### config.mk
export PLATFORM = sky130hd
export DESIGN_NAME = seg_scan
export DESIGN_NICKNAME = d
export VERILOG_FILES = /design/src/rtl/seg_pkg.sv /design/src/rtl/seg_decode.sv /design/src/rtl/seg_scan.sv
export SDC_FILE = /design/constraint.sdc
export NUM_CORES = 1
export LEC_CHECK = 0
export CAP_MARGIN = 40
export CORE_ASPECT_RATIO = 0.7
export CORE_MARGIN = 10
export CORE_UTILIZATION = 60
export DETAILED_ROUTE_END_ITERATION = 12
export PLACE_DENSITY = 0.84
export SYNTH_ARGS = -nofsm -noshare
export SYNTH_HDL_FRONTEND = slang
export SYNTH_SLANG_ARGS = --single-unit
### constraint.sdc
create_clock -name clk -period 6.1 [get_ports clk]
set_clock_uncertainty 0.2 [all_clocks]
set_input_delay 1.83 -clock clk [delete_from_list [all_inputs] [get_ports clk]]
set_output_delay 1.83 -clock clk [all_outputs]
set_load 0.02 [all_outputs]
### src/rtl/seg_pkg.sv
// seg_pkg -- shared definitions for the multiplexed seven-segment scanner.
//   SEG_0..SEG_9 : active-low segment codes, bit order {g,f,e,d,c,b,a}
//   SEG_BLANK    : all segments dark
//   bcd_to_seg() : BCD nibble to segment code; values A..F map to SEG_BLANK
package seg_pkg;

  localparam logic [6:0] SEG_BLANK = 7'b1111111;

  localparam logic [6:0] SEG_0 = 7'b1000000;
  localparam logic [6:0] SEG_1 = 7'b1111001;
  localparam logic [6:0] SEG_2 = 7'b0100100;
  localparam logic [6:0] SEG_3 = 7'b0110000;
  localparam logic [6:0] SEG_4 = 7'b0011001;
  localparam logic [6:0] SEG_5 = 7'b0010010;
  localparam logic [6:0] SEG_6 = 7'b0000010;
  localparam logic [6:0] SEG_7 = 7'b1111000;
  localparam logic [6:0] SEG_8 = 7'b0000000;
  localparam logic [6:0] SEG_9 = 7'b0010000;

  function automatic logic [6:0] bcd_to_seg(input logic [3:0] v);
    logic [6:0] s;
    case (v)
      4'd0:    s = SEG_0;
      4'd1:    s = SEG_1;
      4'd2:    s = SEG_2;
      4'd3:    s = SEG_3;
      4'd4:    s = SEG_4;
      4'd5:    s = SEG_5;
      4'd6:    s = SEG_6;
      4'd7:    s = SEG_7;
      4'd8:    s = SEG_8;
      4'd9:    s = SEG_9;
      default: s = SEG_BLANK;
    endcase
    return s;
  endfunction

endpackage

### src/rtl/seg_decode.sv
// seg_decode -- combinational BCD to seven-segment decoder.
//   val   : 4-bit BCD value (A..F decode to blank)
//   blank : force all segments dark
//   seg   : active-low segment code {g,f,e,d,c,b,a}
module seg_decode (
  input  logic [3:0] val,
  input  logic       blank,
  output logic [6:0] seg
);
  import seg_pkg::*;

  always_comb begin
    seg = blank ? SEG_BLANK : bcd_to_seg(val);
  end

endmodule

### src/rtl/seg_scan.sv
// seg_scan -- time-multiplexed seven-segment display scanner.
//   clk, rst : clock, synchronous active-high reset
//   en       : display enable (0 = all outputs off, scanning continues)
//   digits   : BCD value, nibble i drives digit i (NDIG-1 most significant)
//   dp       : decimal point per digit, 1 = lit
//   lz       : leading-zero suppression enable (sampled live)
//   load     : strobe that captures digits/dp into the shadow register
//   h        : active-low segments {g,f,e,d,c,b,a}
//   dp_n     : active-low decimal point
//   an       : active-low one-cold digit select
//   frame    : one-cycle pulse at each frame start
// New data is staged in a shadow register and only promoted to the
// displayed (active) copy at a frame start, so a frame never mixes values.
module seg_scan #(
  parameter int NDIG = 4,
  parameter int DIV  = 50000
) (
  input  logic              clk,
  input  logic              rst,
  input  logic              en,
  input  logic [4*NDIG-1:0] digits,
  input  logic [NDIG-1:0]   dp,
  input  logic              lz,
  input  logic              load,
  output logic [6:0]        h,
  output logic              dp_n,
  output logic [NDIG-1:0]   an,
  output logic              frame
);
  import seg_pkg::*;

  localparam int DW = (DIV > 1) ? $clog2(DIV) : 1;
  localparam int IW = (NDIG > 1) ? $clog2(NDIG) : 1;
  localparam logic [DW-1:0] DIV_LAST = DW'(DIV - 1);
  localparam logic [IW-1:0] IDX_LAST = IW'(NDIG - 1);

  // scan state
  logic [DW-1:0]     div_q;
  logic [IW-1:0]     idx_q;
  logic [4*NDIG-1:0] sh_dig;
  logic [NDIG-1:0]   sh_dp;
  logic [4*NDIG-1:0] act_dig;
  logic [NDIG-1:0]   act_dp;
  logic              pending;

  // stage 0: next-slot values, valid on the tick cycle
  logic              vld_p0;
  logic              fstart_p0;
  logic              commit_p0;
  logic [IW-1:0]     idx_p0;
  logic [4*NDIG-1:0] dig_p0;
  logic [NDIG-1:0]   dpv_p0;
  logic [3:0]        nib_p0;
  logic              dpbit_p0;
  logic              supp_p0;
  logic              run_p0;
  logic [NDIG-1:0]   sel_p0;
  logic [6:0]        seg_p0;

  // stage 1: registered outputs
  logic [6:0]        h_p1;
  logic              dpn_p1;
  logic [NDIG-1:0]   an_p1;
  logic              frame_p1;

  always_comb begin
    vld_p0    = (div_q == DIV_LAST);
    fstart_p0 = vld_p0 && (idx_q == IDX_LAST);
    commit_p0 = fstart_p0 && pending;
    idx_p0    = fstart_p0 ? '0 : idx_q + IW'(1);
    // Outputs must show the post-commit value, so look through the commit.
    dig_p0    = commit_p0 ? sh_dig : act_dig;
    dpv_p0    = commit_p0 ? sh_dp  : act_dp;

    nib_p0   = 4'd0;
    dpbit_p0 = 1'b0;
    sel_p0   = '1;
    for (int i = 0; i < NDIG; i++) begin
      if (idx_p0 == IW'(i)) begin
        nib_p0    = dig_p0[4*i +: 4];
        dpbit_p0  = dpv_p0[i];
        sel_p0[i] = 1'b0;
      end
    end

    // Walk down from the MSD; a digit is a leading zero only while every
    // nibble above and including it is zero. Digit 0 is never examined.
    supp_p0 = 1'b0;
    run_p0  = 1'b1;
    for (int i = NDIG - 1; i > 0; i--) begin
      run_p0 = run_p0 & (dig_p0[4*i +: 4] == 4'd0);
      if (idx_p0 == IW'(i)) begin
        supp_p0 = lz & run_p0;
      end
    end
  end

  seg_decode u_dec (
    .val   (nib_p0),
    .blank (supp_p0),
    .seg   (seg_p0)
  );

  always_ff @(posedge clk) begin
    if (rst) begin
      div_q <= '0;
      idx_q <= IDX_LAST;
    end else begin
      div_q <= vld_p0 ? '0 : div_q + DW'(1);
      if (vld_p0) begin
        idx_q <= idx_p0;
      end
    end
  end

  // A load coincident with a commit lands in the shadow while the commit
  // takes the older shadow contents, so pending must stay set.
  always_ff @(posedge clk) begin
    if (rst) begin
      sh_dig  <= '0;
      sh_dp   <= '0;
      act_dig <= '0;
      act_dp  <= '0;
      pending <= 1'b0;
    end else begin
      if (load) begin
        sh_dig <= digits;
        sh_dp  <= dp;
      end
      if (commit_p0) begin
        act_dig <= sh_dig;
        act_dp  <= sh_dp;
      end
      if (load) begin
        pending <= 1'b1;
      end else if (commit_p0) begin
        pending <= 1'b0;
      end
    end
  end

  // stage 0 -> stage 1: output registers
  always_ff @(posedge clk) begin
    if (rst) begin
      h_p1     <= SEG_BLANK;
      dpn_p1   <= 1'b1;
      an_p1    <= '1;
      frame_p1 <= 1'b0;
    end else begin
      frame_p1 <= fstart_p0;
      if (!en) begin
        h_p1   <= SEG_BLANK;
        dpn_p1 <= 1'b1;
        an_p1  <= '1;
      end else if (vld_p0) begin
        h_p1   <= seg_p0;
        dpn_p1 <= supp_p0 | ~dpbit_p0;
        an_p1  <= supp_p0 ? '1 : sel_p0;
      end
    end
  end

  assign h     = h_p1;
  assign dp_n  = dpn_p1;
  assign an    = an_p1;
  assign frame = frame_p1;

endmodule

==> results of run 1 <==
==> synth_stat cells (all sizes together), types with 4 or more instances <==
cell type	instances	area, µm²
dfxtp	72	1440
nor2	56	218
nand2	41	156
mux2i	28	280
a21oi	23	119
and3	12	75.1
o21ai	12	60.1
buf	11	80.1
clkbuf	10	37.5
ha	10	125
nand3	10	50.1
inv	8	30.0
xor2	8	70.1
nor3	6	30.0
a211oi	5	37.5
and2	5	31.3
xnor2	5	43.8
a211o	4	35.0
mux2	4	45.0
nor4	4	40.0
==> stage by stage <==
stage          utilization, %  setup slack (ns)  instance area, µm²
2_1_floorplan               -              3.02                3350
3_3_place_gp             69.8              1.88                3710
3_5_place_dp             69.8              1.83                3710
4_1_cts                  74.0              2.17                3930
5_1_grt                  74.0              1.91                3930
6_report                 74.0              2.14                3930
==> power groups by stage <==
stage	Sequential [mW]	Clock [mW]	Combinational [mW]
CTS	0.488	0.414	0.0514
finish	0.488	0.408	0.0516
global placement	0.499	0	0.0493
detailed placement	0.499	0	0.0506
global route	0.490	0.435	0.0561
floorplan	0.496	0	0.0291
==> cell type report <==
cell class              instances  area (µm²)  share of cell area (%)
multi-input cells             274        1760                    44.8
clock buffers                  10         138                    3.50
clock inverters                 6        82.6                    2.10
flip-flops and latches         72        1440                    36.7
well taps                      72        90.1                    2.29
inverters                       8        30.0                   0.764
repair buffers                 39         385                    9.81
==> metal layers <==
metal | global-route usage [%] | wire length [µm] | vias up
met5 | 0 | 0 | -
met4 | 5.96 | 76 | 0
met3 | 4.87 | 484 | 10
met2 | 26.8 | 3360 | 86
met1 | 22.9 | 3700 | 1310
li1 | - | - | 1376
==> sequential cells by signal (all words and copies together) (netlist names) <==
| register | flops |
|---|---|
| div_q | 16 |
| an | 4 |
| dp_n | 1 |
| frame | 1 |
| act_dig | 16 |
| sh_dig | 16 |
| h | 7 |
| act_dp | 4 |
| sh_dp | 4 |
| idx_q | 2 |
| pending | 1 |
==> critical path: stages <==
cell	delay, ns
clkdlybuf4s50_1	0.79
nor2b_1	0.65
nand2_1	0.10
nor2_1	0.28
nand2b_1	0.14
o22a_1	0.19
==> worst max path at each step <==
stage,start,to,slack (ns),depth (start not counted)
2_1_floorplan,lz,h[5]$_SDFFE_PP1P_,3.02,6
5_1_grt,rst,h[1]$_SDFFE_PP1P_,1.91,6
6_report,rst,h[1]$_SDFFE_PP1P_,2.14,6
3_3_place_gp,rst,h[2]$_SDFFE_PP1P_,1.88,6
4_1_cts,rst,h[1]$_SDFFE_PP1P_,2.17,6
3_5_place_dp,rst,h[2]$_SDFFE_PP1P_,1.83,6
==> cells by family after synthesis <==
family,share of synthesized area (%)
simple gates,21.4
flops,43.0
compound gates,14.3
mux,9.71
buf+inv,4.41
xor+xnor,3.40
fa+ha+maj,3.73
==> impl_metrics.csv, run 1 <==
group,metric,value,unit
status,status,"complete, no violations",
route,drt_first_pass_iters,5,
final_layout,final_layout_size_suffix_gt1_share,8.07,%
place,portBuffers,37,
route,vias,2782,
logic_synthesis,syn_avg_cell_area,8.94,µm²
final_layout,layout.cells.non_filler,481,
logic_synthesis,synth.distinct_cells,56,
floorplan,pin_count,38,
final_layout,final_common_cell,"dfxtp_1",
final_layout,antennaDiodeCount,0,
logic_synthesis,synth_area,3350,µm²
floorplan,die_h,82.5,µm
timing,rsz0062_at_grt,"false",
worst_setup_path,r2r_cells,9,
route,ant_nets,0,
pwr,p_switching,203,µW
logic_synthesis,ys_async_sr_fraction,0,%
cts,tritoncts,"built",
pwr,power.density,241,nW/µm²
grt,grt_use_total,17.3,%
timing,finalMaxSlewViolations,0,
worst_setup_path,r2r_end,"h[0]$_SDFFE_PP1P_",
worst_setup_path,crit_required,6.13,ns
floorplan,initial_core_util,63.1,%
logic_synthesis,yosys_warnings,0,
grt,grt_pass1_vias,2635,
cts,cts_buffers,9,
final_layout,num-fill-cells,399,
grt,overflow,0,
hold_path,whs_endpoint,"act_dig[3]$_SDFF_PP0_",
hold_path,hold_depth,2,
cts,cts_sinks,72,
route,drt-total-wl,7620,µm
worst_setup_path,crit_fanout,21,
hold_path,hp-class,"register to register",
pwr,clock_power_share,43.1,%
timing,tightest_slew,0.748,ns
timing,timing.final.crit_period,3.96,ns
floorplan,rows,22,
final_layout,final_cell_mix,"dfxtp_1, nor2_1, nand2_1, clkdlybuf4s50_1, mux2i_1",
timing,finalHoldViolations,0,
cts,ctsResizeCount,0,
logic_synthesis,synthFlopType,"dfxtp_1",
cts,clock_latency,0.35,ns
worst_setup_path,arrival,4.00,ns
cts,cts.htree.levels,3,
job,max-cap-violations,0,
pwr,comb_power_share,5.4,%
timing,fmax,252,MHz
worst_setup_path,worst_setup_path_end_kind,"register",
route,avgViaCountPerCell,5.78,
floorplan,dieArea,9020,µm²
place,place_congestion,0.915,
pwr,pwr-share-seq,51.5,%
logic_synthesis,seq_area_frac_synth,43.0,%
place,place_inst,465,
timing,fin_tns_setup,0,ns
hold_path,worstHoldStart,"act_dig[3]$_SDFF_PP0_",
place,place_hpwl,5410,µm
cts,cts_buffer_depth,2,
grt,antenna_found_initial,0,
pwr,swShare,21.4,%
logic_synthesis,ys_seq_elements,72,
pwr,power.leakage,1.64,nW
worst_setup_path,startpoint_type,"input port",
route,drc,0,
route,avgRoutedWirePerCell,15.8,µm
pwr,ir_drop,0.163,mV
worst_setup_path,worstSetupPathType,"input port to register",
timing,holdWs,0.259,ns
grt,grt_max_degree,30,
timing,slew_headroom,50.0,%
logic_synthesis,synth-edff-count,0,
pwr,power,948,µW
floorplan,die_width,109,µm
floorplan,core,5310,µm²
cts,holdBufCountCts,0,
cts,clockRootBuffer,"clkbuf_8",
final_layout,areaGrowthSynthToFinish,17.3,%
grt,grt_pass1_wl,12700,µm
worst_setup_path,r2r_start,"div_q[0]$_SDFF_PP0_",
logic_synthesis,syn-instance-count,375,
timing,period_share,65.0,%
route,drtIter0Drc,293,
cts,postCtsSetupRepairBufs,0,
timing,setup_viol,0,
final_layout,num-nets-final,439,
cts,clk_pin_slew,0.07,ns
logic_synthesis,synth_nets,410,
pwr,p_int,746,µW
worst_setup_path,r2r_slack,2.55,ns
No activity file was read; power rests on OpenSTA's default activity.
==> run 2: changes to the inputs <==
--- a/config.mk
+++ b/config.mk
@@ -8,9 +8,9 @@
 export CAP_MARGIN = 40
 export CORE_ASPECT_RATIO = 0.7
 export CORE_MARGIN = 10
-export CORE_UTILIZATION = 60
+export CORE_UTILIZATION = 50
 export DETAILED_ROUTE_END_ITERATION = 12
-export PLACE_DENSITY = 0.84
+export PLACE_DENSITY = 0.75
 export SYNTH_ARGS = -nofsm -noshare
 export SYNTH_HDL_FRONTEND = slang
 export SYNTH_SLANG_ARGS = --single-unit
==> constraint.sdc (replaced) <==
create_clock -name clk -period 3.5 [get_ports clk]
set_clock_uncertainty 0.2 [all_clocks]
set_input_delay 1.05 -clock clk [delete_from_list [all_inputs] [get_ports clk]]
set_output_delay 1.05 -clock clk [all_outputs]
set_load 0.02 [all_outputs]
==> run 2 against run 1 <==
Non-clock buffer count is 6 higher. Power is 83% higher. Largest power group unchanged. Setup slack got worse by 1.8 ns. Core utilization decreased by 11 points. Routed wire length is 2.8% higher. Clock-buffer cell count decreased by 1.
==> impl_metrics.csv, run 2 (same netlist as run 1, synthesis figures left out) <==
group,metric,value,unit
final_layout,num-nets-final,445,
worst_setup_path,crit_chain,"inv_1 > ha_1 > nor2b_1 > a221oi_1 > mux2_2 > a221o_1 > ha_1 > nor2_1 > a21oi_1 > o221ai_1",
timing,rsz0062_at_grt,"false",
grt,grt_pass1_wl,13500,µm
route,vias,2786,
floorplan,rows,24,
timing,setup_viol,0,
cts,clockRootBuffer,"clkbuf_8",
timing,timing.final.crit_period,3.13,ns
final_layout,final_cell_mix,"dfxtp_1, nor2_1, nand2_1, clkdlybuf4s50_1, mux2i_1",
worst_setup_path,r2r_slack,0.37,ns
route,ant_nets,0,
cts,cts_buffers,9,
route,avgRoutedWirePerCell,15.5,µm
route,drt-total-wl,7840,µm
worst_setup_path,cpMaxStageDelayCell,"nor2b_1",
timing,tightest_slew,0.598,ns
timing,fmax,319,MHz
worst_setup_path,startpoint_type,"register",
cts,tritoncts,"built",
final_layout,final_common_cell,"dfxtp_1",
place,place_hpwl,5630,µm
place,place_inst,490,
floorplan,die_h,88.5,µm
cts,holdBufCountCts,0,
route,drtIter0Drc,267,
final_layout,areaGrowthSynthToFinish,20.0,%
timing,finalHoldViolations,0,
worst_setup_path,r2r_start,"idx_q[0]$_SDFFE_PP1P_",
timing,slew_headroom,59.7,%
cts,cts_buffer_depth,2,
worst_setup_path,r2r_cells,10,
worst_setup_path,crit_required,3.52,ns
final_layout,final_layout_size_suffix_gt1_share,9.40,%
pwr,ir_drop,0.290,mV
worst_setup_path,path_buf_inv,1,
place,portBuffers,37,
grt,grt_pass1_vias,2717,
timing,holdWs,0.244,ns
grt,grt_max_degree,40,
cts,cts.htree.levels,3,
worst_setup_path,cpMostUsedCell,"ha_1",
timing,finalMaxSlewViolations,0,
grt,grt_use_total,15.7,%
timing,fin_tns_setup,0,ns
worst_setup_path,endpoint,"h[3]$_SDFFE_PP1P_",
place,dp_slack,0.444,ns
grt,antenna_found_initial,0,
cts,ctsResizeCount,0,
worst_setup_path,slowest_delay,0.46,ns
cts,clock_latency,0.35,ns
worst_setup_path,path_depth,10,
final_layout,layout.cells.non_filler,506,
grt,overflow,0,
status,status,"complete, no violations",
worst_setup_path,crit_fanout,12,
pwr,power.density,432,nW/µm²
route,drc,0,
floorplan,die_width,118,µm
pwr,power.leakage,1.68,nW
floorplan,initial_core_util,52.6,%
floorplan,core,6370,µm²
worst_setup_path,worst_setup_path_end_kind,"register",
final_layout,antennaDiodeCount,0,
cts,clk_pin_slew,0.08,ns
place,place_congestion,0.892,
floorplan,pin_count,38,
final_layout,reg_top3,"act_dig x16, div_q x16, sh_dig x16",
worst_setup_path,crit_start,"idx_q[0]$_SDFFE_PP1P_",
floorplan,dieArea,10400,µm²
worst_setup_path,worstSetupPathType,"register to register",
hold_path,hp-class,"register to register",
timing,period_share,89.4,%
worst_setup_path,arrival,3.15,ns
timing,fin_ws,0.370,ns
route,avgViaCountPerCell,5.51,
route,drt_first_pass_iters,4,
cts,cts_sinks,72,
cts,postCtsSetupRepairBufs,0,
job,max-cap-violations,0,
worst_setup_path,critical_path.top_delay_family,"compound AO/OA/AOI/OAI gates",
worst_setup_path,r2r_end,"h[3]$_SDFFE_PP1P_",
-- run 2: changes by cell type in the layout (fill, tap and decap cells not counted), sizes merged --
cell,change
buf,+6
bufinv,+1
clkbuf,-1
-- run 2: worst min-delay path by stage --
stage | end | cells after the start | slack, ns | from
after floorplan | div_q[0]$_SDFF_PP0_ | 1 | 0.21 | div_q[0]$_SDFF_PP0_
after global placement | div_q[0]$_SDFF_PP0_ | 1 | 0.22 | div_q[0]$_SDFF_PP0_
after detailed placement | div_q[0]$_SDFF_PP0_ | 1 | 0.23 | div_q[0]$_SDFF_PP0_
after CTS | div_q[0]$_SDFF_PP0_ | 1 | 0.25 | div_q[0]$_SDFF_PP0_
after global routing | div_q[0]$_SDFF_PP0_ | 1 | 0.28 | div_q[0]$_SDFF_PP0_
final | div_q[0]$_SDFF_PP0_ | 1 | 0.24 | div_q[0]$_SDFF_PP0_
-- run 2: area by class of cell --
class,count,area [µm²]
fill,551,2340
inverter,8,30.0
sequential,72,1440
clock buffer,9,124
multi-input combinational,274,1760
timing repair buffer,45,430
clock inverter,7,120
tap,91,114
-- run 2: power breakdown --
part	leakage, nW	internal (mW)	switching, mW
Clock	0.119	0.474	0.320
Combinational	0.973	0.0482	0.0433
Sequential	0.585	0.836	0.0161
-- run 2: per-layer routing --
| layer | global-route usage (%) | vias to the layer above | part of all wire [%] |
|---|---|---|---|
| met4 | 5.93 | 0 | 1.6 |
| li1 | - | 1379 | - |
| met1 | 21.3 | 1297 | 52 |
| met3 | 5.22 | 16 | 6.7 |
| met2 | 22.8 | 94 | 40 |
| met5 | 0 | - | 0 |
-- run 2: through the flow --
stage / total power [mW] / cell area [µm²] / utilization [%]
3_5_place_dp: 0.961 / 3780 / 59.3
2_1_floorplan: 0.915 / 3350 / -
3_3_place_gp: 0.959 / 3780 / 59.3
5_1_grt: 1.80 / 4020 / 63.2
4_1_cts: 1.75 / 4020 / 63.2
6_report: 1.74 / 4020 / 63.2
